`src/rtl/apu_mixer_pkg.sv`:
```
// Shared constants and pipeline stage types for the APU mixer.
package apu_mixer_pkg;

  localparam int GAIN_PULSE = 144;
  localparam int GAIN_TRI   = 162;
  localparam int GAIN_NOISE = 94;
  localparam int GAIN_SHIFT = 6;

  localparam int MUTE_PULSE1  = 0;
  localparam int MUTE_PULSE2  = 1;
  localparam int MUTE_TRIANGLE = 2;
  localparam int MUTE_NOISE   = 3;
  localparam int MUTE_DMC     = 4;

  localparam int MODE_PWM = 0;
  localparam int MODE_SD  = 1;

  typedef struct packed {
    logic [3:0] pulse1;
    logic [3:0] pulse2;
    logic [3:0] triangle;
    logic [3:0] noise;
    logic [6:0] dmc;
  } chan_t;

  typedef struct packed {
    logic [4:0] pulse;
    logic [3:0] triangle;
    logic [3:0] noise;
    logic [6:0] dmc;
  } comb_t;

  typedef struct packed {
    logic [6:0] pulse;
    logic [5:0] triangle;
    logic [5:0] noise;
    logic [6:0] dmc;
  } scaled_t;

endpackage

```
`src/rtl/apu_mixer_gen3_modulator.sv`:
```
// Period counter plus PWM / first-order sigma-delta 1-bit modulator.
module apu_mixer_modulator
  import apu_mixer_pkg::*;
#(
  parameter int PWM_BITS = 8,
  parameter int MODE     = MODE_PWM
) (
  input  logic                clk,
  input  logic                rst,
  input  logic [PWM_BITS-1:0] sample,
  output logic                period_tick,
  output logic                audio_out
);
  localparam logic [PWM_BITS-1:0] CNT_MAX = '1;

  logic [PWM_BITS-1:0] counter;
  logic [PWM_BITS-1:0] duty;
  logic [PWM_BITS:0]   acc;
  logic                wrap;

  assign wrap = (counter == CNT_MAX);

  always_ff @(posedge clk) begin
    if (rst) begin
      counter     <= '0;
      duty        <= '0;
      acc         <= '0;
      period_tick <= 1'b0;
      audio_out   <= 1'b0;
    end else begin
      counter     <= counter + 1'b1;
      period_tick <= wrap;
      // duty only moves at the period boundary so a period is never split
      if (wrap) duty <= sample;
      acc <= {1'b0, acc[PWM_BITS-1:0]} + {1'b0, sample};
      if (MODE == MODE_SD) audio_out <= acc[PWM_BITS];
      else                 audio_out <= (duty > counter);
    end
  end

endmodule

```
`src/rtl/apu_mixer_mult.sv`:
```
// Unsigned combinational multiplier shared by the gain and volume paths.
module apu_mixer_mult #(
  parameter int AW = 8,
  parameter int BW = 8
) (
  input  logic [AW-1:0]    a,
  input  logic [BW-1:0]    b,
  output logic [AW+BW-1:0] p
);
  assign p = (AW+BW)'(a) * (AW+BW)'(b);
endmodule

```
`src/rtl/apu_mixer_gen3.sv`:
```
// Five-stage APU channel mixer with mute, master volume and 1-bit modulator.
module apu_mixer_gen3
  import apu_mixer_pkg::*;
#(
  parameter int PWM_BITS = 8,
  parameter int MODE     = MODE_PWM
) (
  input  logic                clk,
  input  logic                rst,
  input  logic [3:0]          from_pulse1,
  input  logic [3:0]          from_pulse2,
  input  logic [3:0]          from_triangle,
  input  logic [3:0]          from_noise,
  input  logic [6:0]          from_dmc,
  input  logic [4:0]          channel_mute,
  input  logic [3:0]          master_volume,
  output logic [PWM_BITS-1:0] sample_out,
  output logic                period_tick,
  output logic                audio_out
);
  chan_t   s1;
  comb_t   s2;
  scaled_t s3;
  logic [7:0] mixed;

  logic [12:0] pulse_prod;
  logic [11:0] tri_prod;
  logic [11:0] noise_prod;
  logic [4:0]  vol_gain;
  logic [12:0] vol_prod;
  logic [7:0]  vol;
  logic [PWM_BITS-1:0] scaled;

  always_ff @(posedge clk) begin
    if (rst) begin
      s1 <= '0;
      s2 <= '0;
      s3 <= '0;
      mixed <= '0;
      sample_out <= '0;
    end else begin
      s1.pulse1   <= channel_mute[MUTE_PULSE1]   ? '0 : from_pulse1;
      s1.pulse2   <= channel_mute[MUTE_PULSE2]   ? '0 : from_pulse2;
      s1.triangle <= channel_mute[MUTE_TRIANGLE] ? '0 : from_triangle;
      s1.noise    <= channel_mute[MUTE_NOISE]    ? '0 : from_noise;
      s1.dmc      <= channel_mute[MUTE_DMC]      ? '0 : from_dmc;

      s2.pulse    <= {1'b0, s1.pulse1} + {1'b0, s1.pulse2};
      s2.triangle <= s1.triangle;
      s2.noise    <= s1.noise;
      s2.dmc      <= s1.dmc;

      s3.pulse    <= 7'(pulse_prod >> GAIN_SHIFT);
      s3.triangle <= 6'(tri_prod   >> GAIN_SHIFT);
      s3.noise    <= 6'(noise_prod >> GAIN_SHIFT);
      s3.dmc      <= s2.dmc;

      // worst case 67+37+22+127 = 253, so 8 bits never overflow
      mixed <= 8'(s3.pulse) + 8'(s3.triangle) + 8'(s3.noise) + 8'(s3.dmc);

      sample_out <= scaled;
    end
  end

  apu_mixer_mult #(.AW(5), .BW(8)) u_mul_pulse (
    .a (s2.pulse), .b (8'(GAIN_PULSE)), .p (pulse_prod)
  );
  apu_mixer_mult #(.AW(4), .BW(8)) u_mul_tri (
    .a (s2.triangle), .b (8'(GAIN_TRI)), .p (tri_prod)
  );
  apu_mixer_mult #(.AW(4), .BW(8)) u_mul_noise (
    .a (s2.noise), .b (8'(GAIN_NOISE)), .p (noise_prod)
  );

  // volume is applied directly at the last stage, hence its 1-cycle latency
  assign vol_gain = {1'b0, master_volume} + 5'd1;
  apu_mixer_mult #(.AW(8), .BW(5)) u_mul_vol (
    .a (mixed), .b (vol_gain), .p (vol_prod)
  );
  assign vol = 8'(vol_prod >> 4);

  generate
    if (PWM_BITS >= 8) begin : g_up
      assign scaled = PWM_BITS'(vol) << (PWM_BITS - 8);
    end else begin : g_dn
      assign scaled = PWM_BITS'(vol >> (8 - PWM_BITS));
    end
  endgenerate

  apu_mixer_modulator #(.PWM_BITS(PWM_BITS), .MODE(MODE)) u_mod (
    .clk         (clk),
    .rst         (rst),
    .sample      (sample_out),
    .period_tick (period_tick),
    .audio_out   (audio_out)
  );

endmodule

```
`config.mk`:
```
export PLATFORM = sky130hd
export DESIGN_NAME = apu_mixer_gen3
export DESIGN_NICKNAME = d
export VERILOG_FILES = /design/src/rtl/apu_mixer_pkg.sv /design/src/rtl/apu_mixer_gen3_modulator.sv /design/src/rtl/apu_mixer_mult.sv /design/src/rtl/apu_mixer_gen3.sv
export SDC_FILE = /design/constraint.sdc
export NUM_CORES = 1
export LEC_CHECK = 0
export CAP_MARGIN = 40
export CORE_AREA = 2 2 102 104
export CTS_BUF_LIST = sky130_fd_sc_hd__clkbuf_2
export CTS_CLUSTER_SIZE = 10
export DETAILED_ROUTE_END_ITERATION = 6
export DIE_AREA = 0 0 104 106
export HOLD_SLACK_MARGIN = 0.1
export PLACE_DENSITY = 0.76
export SLEW_MARGIN = 10
export SYNTH_ARGS = -nofsm -noshare
export SYNTH_HDL_FRONTEND = slang
export SYNTH_SLANG_ARGS = --single-unit
export TNS_END_PERCENT = 10
```
`constraint.sdc`:
```
create_clock -name clk -period 10.95 [get_ports clk]
set_input_delay 3.285 -clock clk [delete_from_list [all_inputs] [get_ports clk]]
set_output_delay 3.285 -clock clk [all_outputs]
set_load 0.02 [all_outputs]
```
==> results of run 1 <==
[power by group]
group / total [uW] / internal [uW] / switching, uW
logic: 72.5 / 37.1 / 35.4
registers: 392 / 385 / 7.60
clock network: 177 / 40.0 / 137
total: 642 / 462 / 180
[metal layers]
layer  global-route usage, %  vias to the layer above
met2                   33.51                       60
met1                   19.14                     1677
li1                        -                     1788
met4                   6.081                        0
met3                   3.985                       13
met5                       0                        -
[metrics by stage]
| step | area [sq um] | utilization (%) | total power (uW) | instances | setup WS, ns |
|---|---|---|---|---|---|
| 2_1_floorplan | 5396 | - | 444.7 | 520 | 4.132 |
| 3_3_place_gp | 5961 | 59.61 | 468.9 | 690 | 3.325 |
| 3_5_place_dp | 5961 | 59.61 | 472.8 | 690 | 3.140 |
| 4_1_cts | 6097 | 60.97 | 652.7 | 706 | 3.796 |
| 5_1_grt | 6097 | 60.97 | 681.9 | 706 | 3.517 |
| 6_report | 6097 | 60.97 | 642.1 | 706 | 3.770 |
[cells in the mapped netlist, types with 2 or more instances]
| cell type | number | area, sq um |
|---|---|---|
| a41oi_1 | 2 | 17.52 |
| xnor2_1 | 13 | 113.9 |
| o21ai_1 | 2 | 10.01 |
| nand2_1 | 16 | 60.06 |
| o21bai_1 | 2 | 15.01 |
| xor2_1 | 10 | 87.58 |
| ha_1 | 63 | 788.3 |
| a31oi_1 | 4 | 25.02 |
| o21ai_0 | 6 | 30.03 |
| nor3_1 | 8 | 40.04 |
| and4_1 | 3 | 26.28 |
| nor2_1 | 41 | 153.9 |
| nor2b_1 | 48 | 300.3 |
| clkbuf_1 | 6 | 22.52 |
| a21o_1 | 7 | 52.55 |
| mux2i_1 | 8 | 80.08 |
| o21a_1 | 3 | 22.52 |
| fa_1 | 33 | 660.6 |
| and3_1 | 2 | 12.51 |
| nand2b_1 | 6 | 37.54 |
| or3_1 | 4 | 25.02 |
| nor4_1 | 2 | 12.51 |
| and2_1 | 39 | 244.0 |
| a21oi_1 | 14 | 70.07 |
| inv_1 | 50 | 187.7 |
| dfxtp_1 | 102 | 2042 |
| buf_1 | 3 | 11.26 |
| nand3_1 | 7 | 35.03 |
[cell families (layout without fill, tap and decap cells)]
| family | count (synthesis) | after routing | synth area share (%) |
|---|---|---|---|
| buf+inv | 61 | 111 | 4.521 |
| xor+xnor | 23 | 23 | 3.733 |
| flops | 102 | 102 | 37.84 |
| simple gates | 181 | 181 | 19.08 |
| fa+ha+maj | 96 | 96 | 26.85 |
| compound gates | 49 | 49 | 6.492 |
| mux | 8 | 8 | 1.484 |
[critical path: stages]
cell and delay, ns:
clkdlybuf4s50_1 0.64, ha_1 0.24, xor2_1 0.42, and2_1 0.21, fa_1 0.44, fa_1 0.55
inv_1 0.06, fa_1 0.52, inv_1 0.04, ha_1 0.33, nand4_2 0.16, o211ai_2 0.25
a31oi_1 0.14, and3_1 0.19, o21a_1 0.17
[cell type report]
| class | instances | area share, % |
|---|---|---|
| clock buffer | 9 | 0.7388 |
| clock inverter | 7 | 1.498 |
| inverter | 51 | 3.365 |
| multi-input combinational | 357 | 51.02 |
| sequential | 102 | 33.49 |
| tap | 136 | 2.791 |
| timing repair buffer | 44 | 7.100 |
[how the worst min path moves through the flow]
stage,start,endpoint,slack (ns),cells after the start
6_report,s2[2],s3[2],0.46,1
5_1_grt,s1[6],s2[6],0.46,1
4_1_cts,s1[6],s2[6],0.46,1
3_5_place_dp,s1[3],s2[3],0.42,1
3_3_place_gp,s1[2],s2[2],0.42,1
2_1_floorplan,s1[0],s2[0],0.41,1
[flip-flops by register name (all words and copies together) (netlist names)]
signal             flops
mixed                  8
s1                    23
s2                    20
s3                    25
sample_out             8
u_mod.audio_out        1
u_mod.counter          8
u_mod.duty             8
u_mod.period_tick      1
==> metrics.md, run 1 <==
| Metric | Value |
|---|---|
| #FFs+latches synth | `102` |
| Top_reg_cell synth | `dfxtp_1` |
| Initial DRC count | `83` |
| Setup Buffers After CTS | `0` |
| Largest net degree at the start of global routing | `87` |
| Synthesized area | `5396 sq um` |
| DRC | `0` |
| RR Endpoint | `sample_out[7]` |
| Wire length on met3 | `298 um` |
| Worst Setup EP | `sample_out[7]` |
| CP arrival | `7.66 ns` |
| Yosys cell types | `44` |
| Worst slew margin relative to its limit | `44.23%` |
| Hold Fails Final Rpt | `0` |
| First-pass GRT wire length | `roughly 16000 um` |
| Leakage | `0.002818 uW` |
| Clock Path Buffers | `2` |
| Number of synthesized flops with an enable pin | `0` |
| Antenna cell count | `0` |
| Critical Path Source | `master_volume[0]` |
| Fin crit share | `approximately two thirds` |
| IO buf count | `43` |
| FF-to-FF setup slack | `roughly 7.3 ns` |
| Initial antenna violation count | `0` |
| Clk_lat worst skew | `0.57 ns` |
| Gr ovfl total | `0` |
| Hold Path Class | `flop to flop` |
| Max H-tree Level | `3` |
| Register area share after synthesis | `37.84%` |
| Via count | `approximately 3500` |
| Gr usage total | `17.59%` |
| Crit path kind | `input port to flop` |
| Gpl congestion | `0.8251` |
| CP startpoint kind | `input port` |
| TritonCTS clock tree | `yes` |
| Number of global-route vias before repair | `~3700` |
| Post-route ant nets | `0` |
| CTS Sinks | `102` |
| Status | `complete, no violations` |
| Setup Total Neg Slack | `0 ns` |
| Tmin final | `7.180 ns` |
| Fillers | `about 860` |
| Least-Margin Pin Slew | `0.8366 ns` |
| Total Routed Length | `8737 um` |
| Most common cell after layout, fill and taps aside | `dfxtp_1` |
| DR pass1 iterations | `4` |
| Critical Path RT | `11.43 ns` |
| Max-cap violation count | `0` |
| Die span in x | `104 um` |
| Final nets | `695` |
| Most frequent cells in the layout | `dfxtp_1 (102), ha_1 (63), inv_1 (50)` |
| Synth Warn # | `0` |
| Chip height | `106 um` |
| I/O pin cnt | `44` |
| Max Clock Skew | `roughly 0.03 ns` |
| Crit end category | `flop` |
| Worst r2r src | `mixed[2]` |
| Cts repair resizes | `0` |
| CTS Buf Count | `9` |
| Initial Utilization | `53.97%` |
| Mapped Cells | `520` |
| Power Dens Cells | `105.3 nW/um^2` |
| Synth-to-Final Area Change | `12.98%` |
| Register area | `2042 sq um` |
| Metal1 wirelength | `3622 um` |
| Finish-stage setup viols | `0` |
| RSZ-0062 raised after global routing | `no` |
| Number of core rows | `37` |
| Root Buffer | `clkbuf_2` |
| Share of cells above drive strength 1 | `4.912%` |
| WL per Instance | `12.38 um` |
| Die ar. | `11020 sq um` |
| Post-detail-place hpwl | `~6900 um` |
| Syn avg cell area | `10.38 sq um` |
| Vias per inst | `5.011` |
| Core area | `10000 sq um` |
| Cts hold-fix bufs | `0` |
| Worst-path clk slew | `around 0.30 ns` |
| Async S/R FF share, synth | `0%` |
| Highest metal used | `met4` |
| WHS | `0.4626 ns` |
| Metal2 WL | `between 4000 and 5000 um` |
| Reg2reg path depth | `12` |
| Area occupied by multi-input gates | `3110 sq um` |
| CP Max Fanout | `9` |
| Peak VDD IR | `~0.072 mV` |
| Achievable Freq | `139.3 MHz` |
| Final Max Slew Viols | `0` |
| Syn Nets | `650` |
(Power assumes the default switching activity.)
==> inputs of run 2 (changes only) <==
--- a/config.mk
+++ b/config.mk
@@ -6,13 +6,13 @@
 export NUM_CORES = 1
 export LEC_CHECK = 0
 export CAP_MARGIN = 40
-export CORE_AREA = 2 2 102 104
+export CORE_AREA = 2 2 103 105
 export CTS_BUF_LIST = sky130_fd_sc_hd__clkbuf_2
 export CTS_CLUSTER_SIZE = 10
 export DETAILED_ROUTE_END_ITERATION = 6
-export DIE_AREA = 0 0 104 106
+export DIE_AREA = 0 0 105 107
 export HOLD_SLACK_MARGIN = 0.1
-export PLACE_DENSITY = 0.76
+export PLACE_DENSITY = 0.77
 export SLEW_MARGIN = 10
 export SYNTH_ARGS = -nofsm -noshare
 export SYNTH_HDL_FRONTEND = slang
==> constraint.sdc (replaced) <==
create_clock -name clk -period 5.8 [get_ports clk]
set_input_delay 1.74 -clock clk [delete_from_list [all_inputs] [get_ports clk]]
set_output_delay 1.74 -clock clk [all_outputs]
set_load 0.02 [all_outputs]
==> metrics.md, run 2 (synthesis results as in run 1) <==
| Metric | Value |
|---|---|
| Achievable Freq | `185.0 MHz` |
| Clock Path Buffers | `2` |
| Hold Fails Final Rpt | `0` |
| Largest net degree at the start of global routing | `62` |
| Gr busiest metal | `met2` |
| Setup Total Neg Slack | `0 ns` |
| Final Max Slew Viols | `0` |
| Most common cell after layout, fill and taps aside | `dfxtp_1` |
| First-pass GRT wire length | `14690 um` |
| Antenna cell count | `0` |
| Tmin final | `5.404 ns` |
| IO buf count | `43` |
| Number of flip-flops in the largest register | `25` |
| RSZ-0062 raised after global routing | `no` |
| Reg with most FFs | `s3` |
| Gpl congestion | `just over 0.8` |
| Initial antenna violation count | `0` |
| Fin crit share | `a little over 90%` |
| Cts hold-fix bufs | `0` |
| Status | `complete, no violations` |
| DP Worst Slack | `-0.2347 ns` |
| Final nets | `703` |
| Power Dens Cells | `198.5 nW/um^2` |
| Chip height | `107 um` |
| DRC | `0` |
| Crit path kind | `input port to flop` |
| Worst-path clk slew | `0.33 ns` |
| Max Clock Skew | `approximately 0.035 ns` |
| Post-detail-place hpwl | `6803 um` |
| Share of cells above drive strength 1 | `under 10%` |
| Crit path cell chain | `clkdlybuf4s50_1, nand3_1, xor2_1, nor2b_1, fa_1, fa_1, inv_1, fa_1, inv_1, ha_1, nand3_1, o2111ai_4, a221oi_2, xor2_1, nor2_1` |
| Setup ws final | `0.3959 ns` |
| Most frequent cells in the layout | `dfxtp_1 (102), ha_1 (63), inv_1 (50)` |
| Number of global-route vias before repair | `between 3000 and 4000` |
| Leakage | `approximately 0.0029 uW` |
| Worst path slowest cell | `clkdlybuf4s50_1` |
| CP peak stage delay | `0.55 ns` |
| WL per Instance | `between 10 and 15 um` |
| TritonCTS clock tree | `yes` |
| Critical Path RT | `6.26 ns` |
| Root Buffer | `clkbuf_2` |
| Max H-tree Level | `3` |
| Post-route ant nets | `0` |
| CP Max Fanout | `8` |
| Clk_lat worst skew | `0.57 ns` |
| Least-Margin Pin Slew | `just under 0.6 ns` |
| Crit end category | `flop` |
| Total Routed Length | `8347 um` |
| Finish-stage setup viols | `0` |
| Gr ovfl total | `0` |
| Core area | `10090 sq um` |
| Peak VDD IR | `about 0.15 mV` |
| Die ar. | `11240 sq um` |
| Initial DRC count | `roughly 80` |
| CTS Sinks | `102` |
| DR pass1 iterations | `6` |
| Die span in x | `105 um` |
| Fillers | `just under 900` |
| Via count | `between 3000 and 4000` |
| Met1 usage | `17.75%` |
| Max-cap violation count | `0` |
| CP startpoint kind | `input port` |
| Synth-to-Final Area Change | `14.05%` |
| Most used cell along the critical path | `fa_1` |
| Number of core rows | `37` |
| CTS Buf Count | `9` |
| Setup Buffers After CTS | `0` |
| Initial Utilization | `53.47%` |
| Gr usage total | `16.04%` |
| Hold Path Class | `flop to flop` |
| GR Layer Usage met2 | `just over 30%` |
| GR Util met3 | `3.769%` |
| Cts repair resizes | `0` |
| Largest registers | `s3: 25 flops, s1: 23 flops, s2: 20 flops` |
| Worst slew margin relative to its limit | `61.31%` |
| I/O pin cnt | `44` |
| Vias per inst | `around 5` |
| CP arrival | `5.86 ns` |
==> run 2: changes by cell type in the layout (fill, tap and decap cells not counted), sizes merged <==
cell,before,now
inv,51,52
buf,2,10
clkinv,6,5
==> run 2: per-layer routing <==
metal  up-vias  share of wire [%]
met5         -                  0
met4         0               0.89
met3         9                3.0
met2        51                 54
met1      1686                 42
li1       1809                  -
==> run 2: power breakdown <==
part	internal, uW	leakage (uW)	switching (uW)
clock	76.7	0.0000784	263
sequential	727	0.000830	13.7
combinational	73.9	0.00195	67.5
==> run 2: worst paths after layout <==
| check | startpoint | endpoint | slack (ns) | depth (start not counted) |
|---|---|---|---|---|
| worst min-delay path | s2[3] | s3[3] | 0.43 | 1 |
| worst max register to register | mixed[2] | sample_out[6] | 2.22 | 12 |
| worst min register to register | s2[3] | s3[3] | 0.43 | 1 |
| worst max-delay path | master_volume[0] | sample_out[6] | 0.40 | 15 |
==> run 2: area by class of cell <==
cell class                 instances  area (sq um)  share of cell area [%]
multi-input combinational        357          3110                   50.54
sequential                       102          2042                   33.18
timing repair buffer              52         493.0                   8.010
inverter                          51         205.2                   3.334
tap                              136         170.2                   2.765
clock inverter                     7         88.84                   1.443
clock buffer                       9         45.04                  0.7319
==> run 2: through the flow <==
step,total power (uW),utilization (%),area [sq um],hold slack [ns],instances
3_5_place_dp,896.5,59.66,6021,0.4212,698
3_3_place_gp,890.3,59.66,6021,0.4182,698
5_1_grt,1289,60.98,6155,0.4320,714
2_1_floorplan,839.6,-,5396,0.4138,520
6_report,1222,60.98,6155,0.4328,714
4_1_cts,1240,60.98,6155,0.4310,714
==> run 2: worst max-delay path: cells and delay by family <==
family	cells	cell delay, ns
compound gates	2	0.46
simple gates	4	0.47
xor+xnor	2	0.62
fa+ha+maj	4	1.91
buf+inv	3	0.65
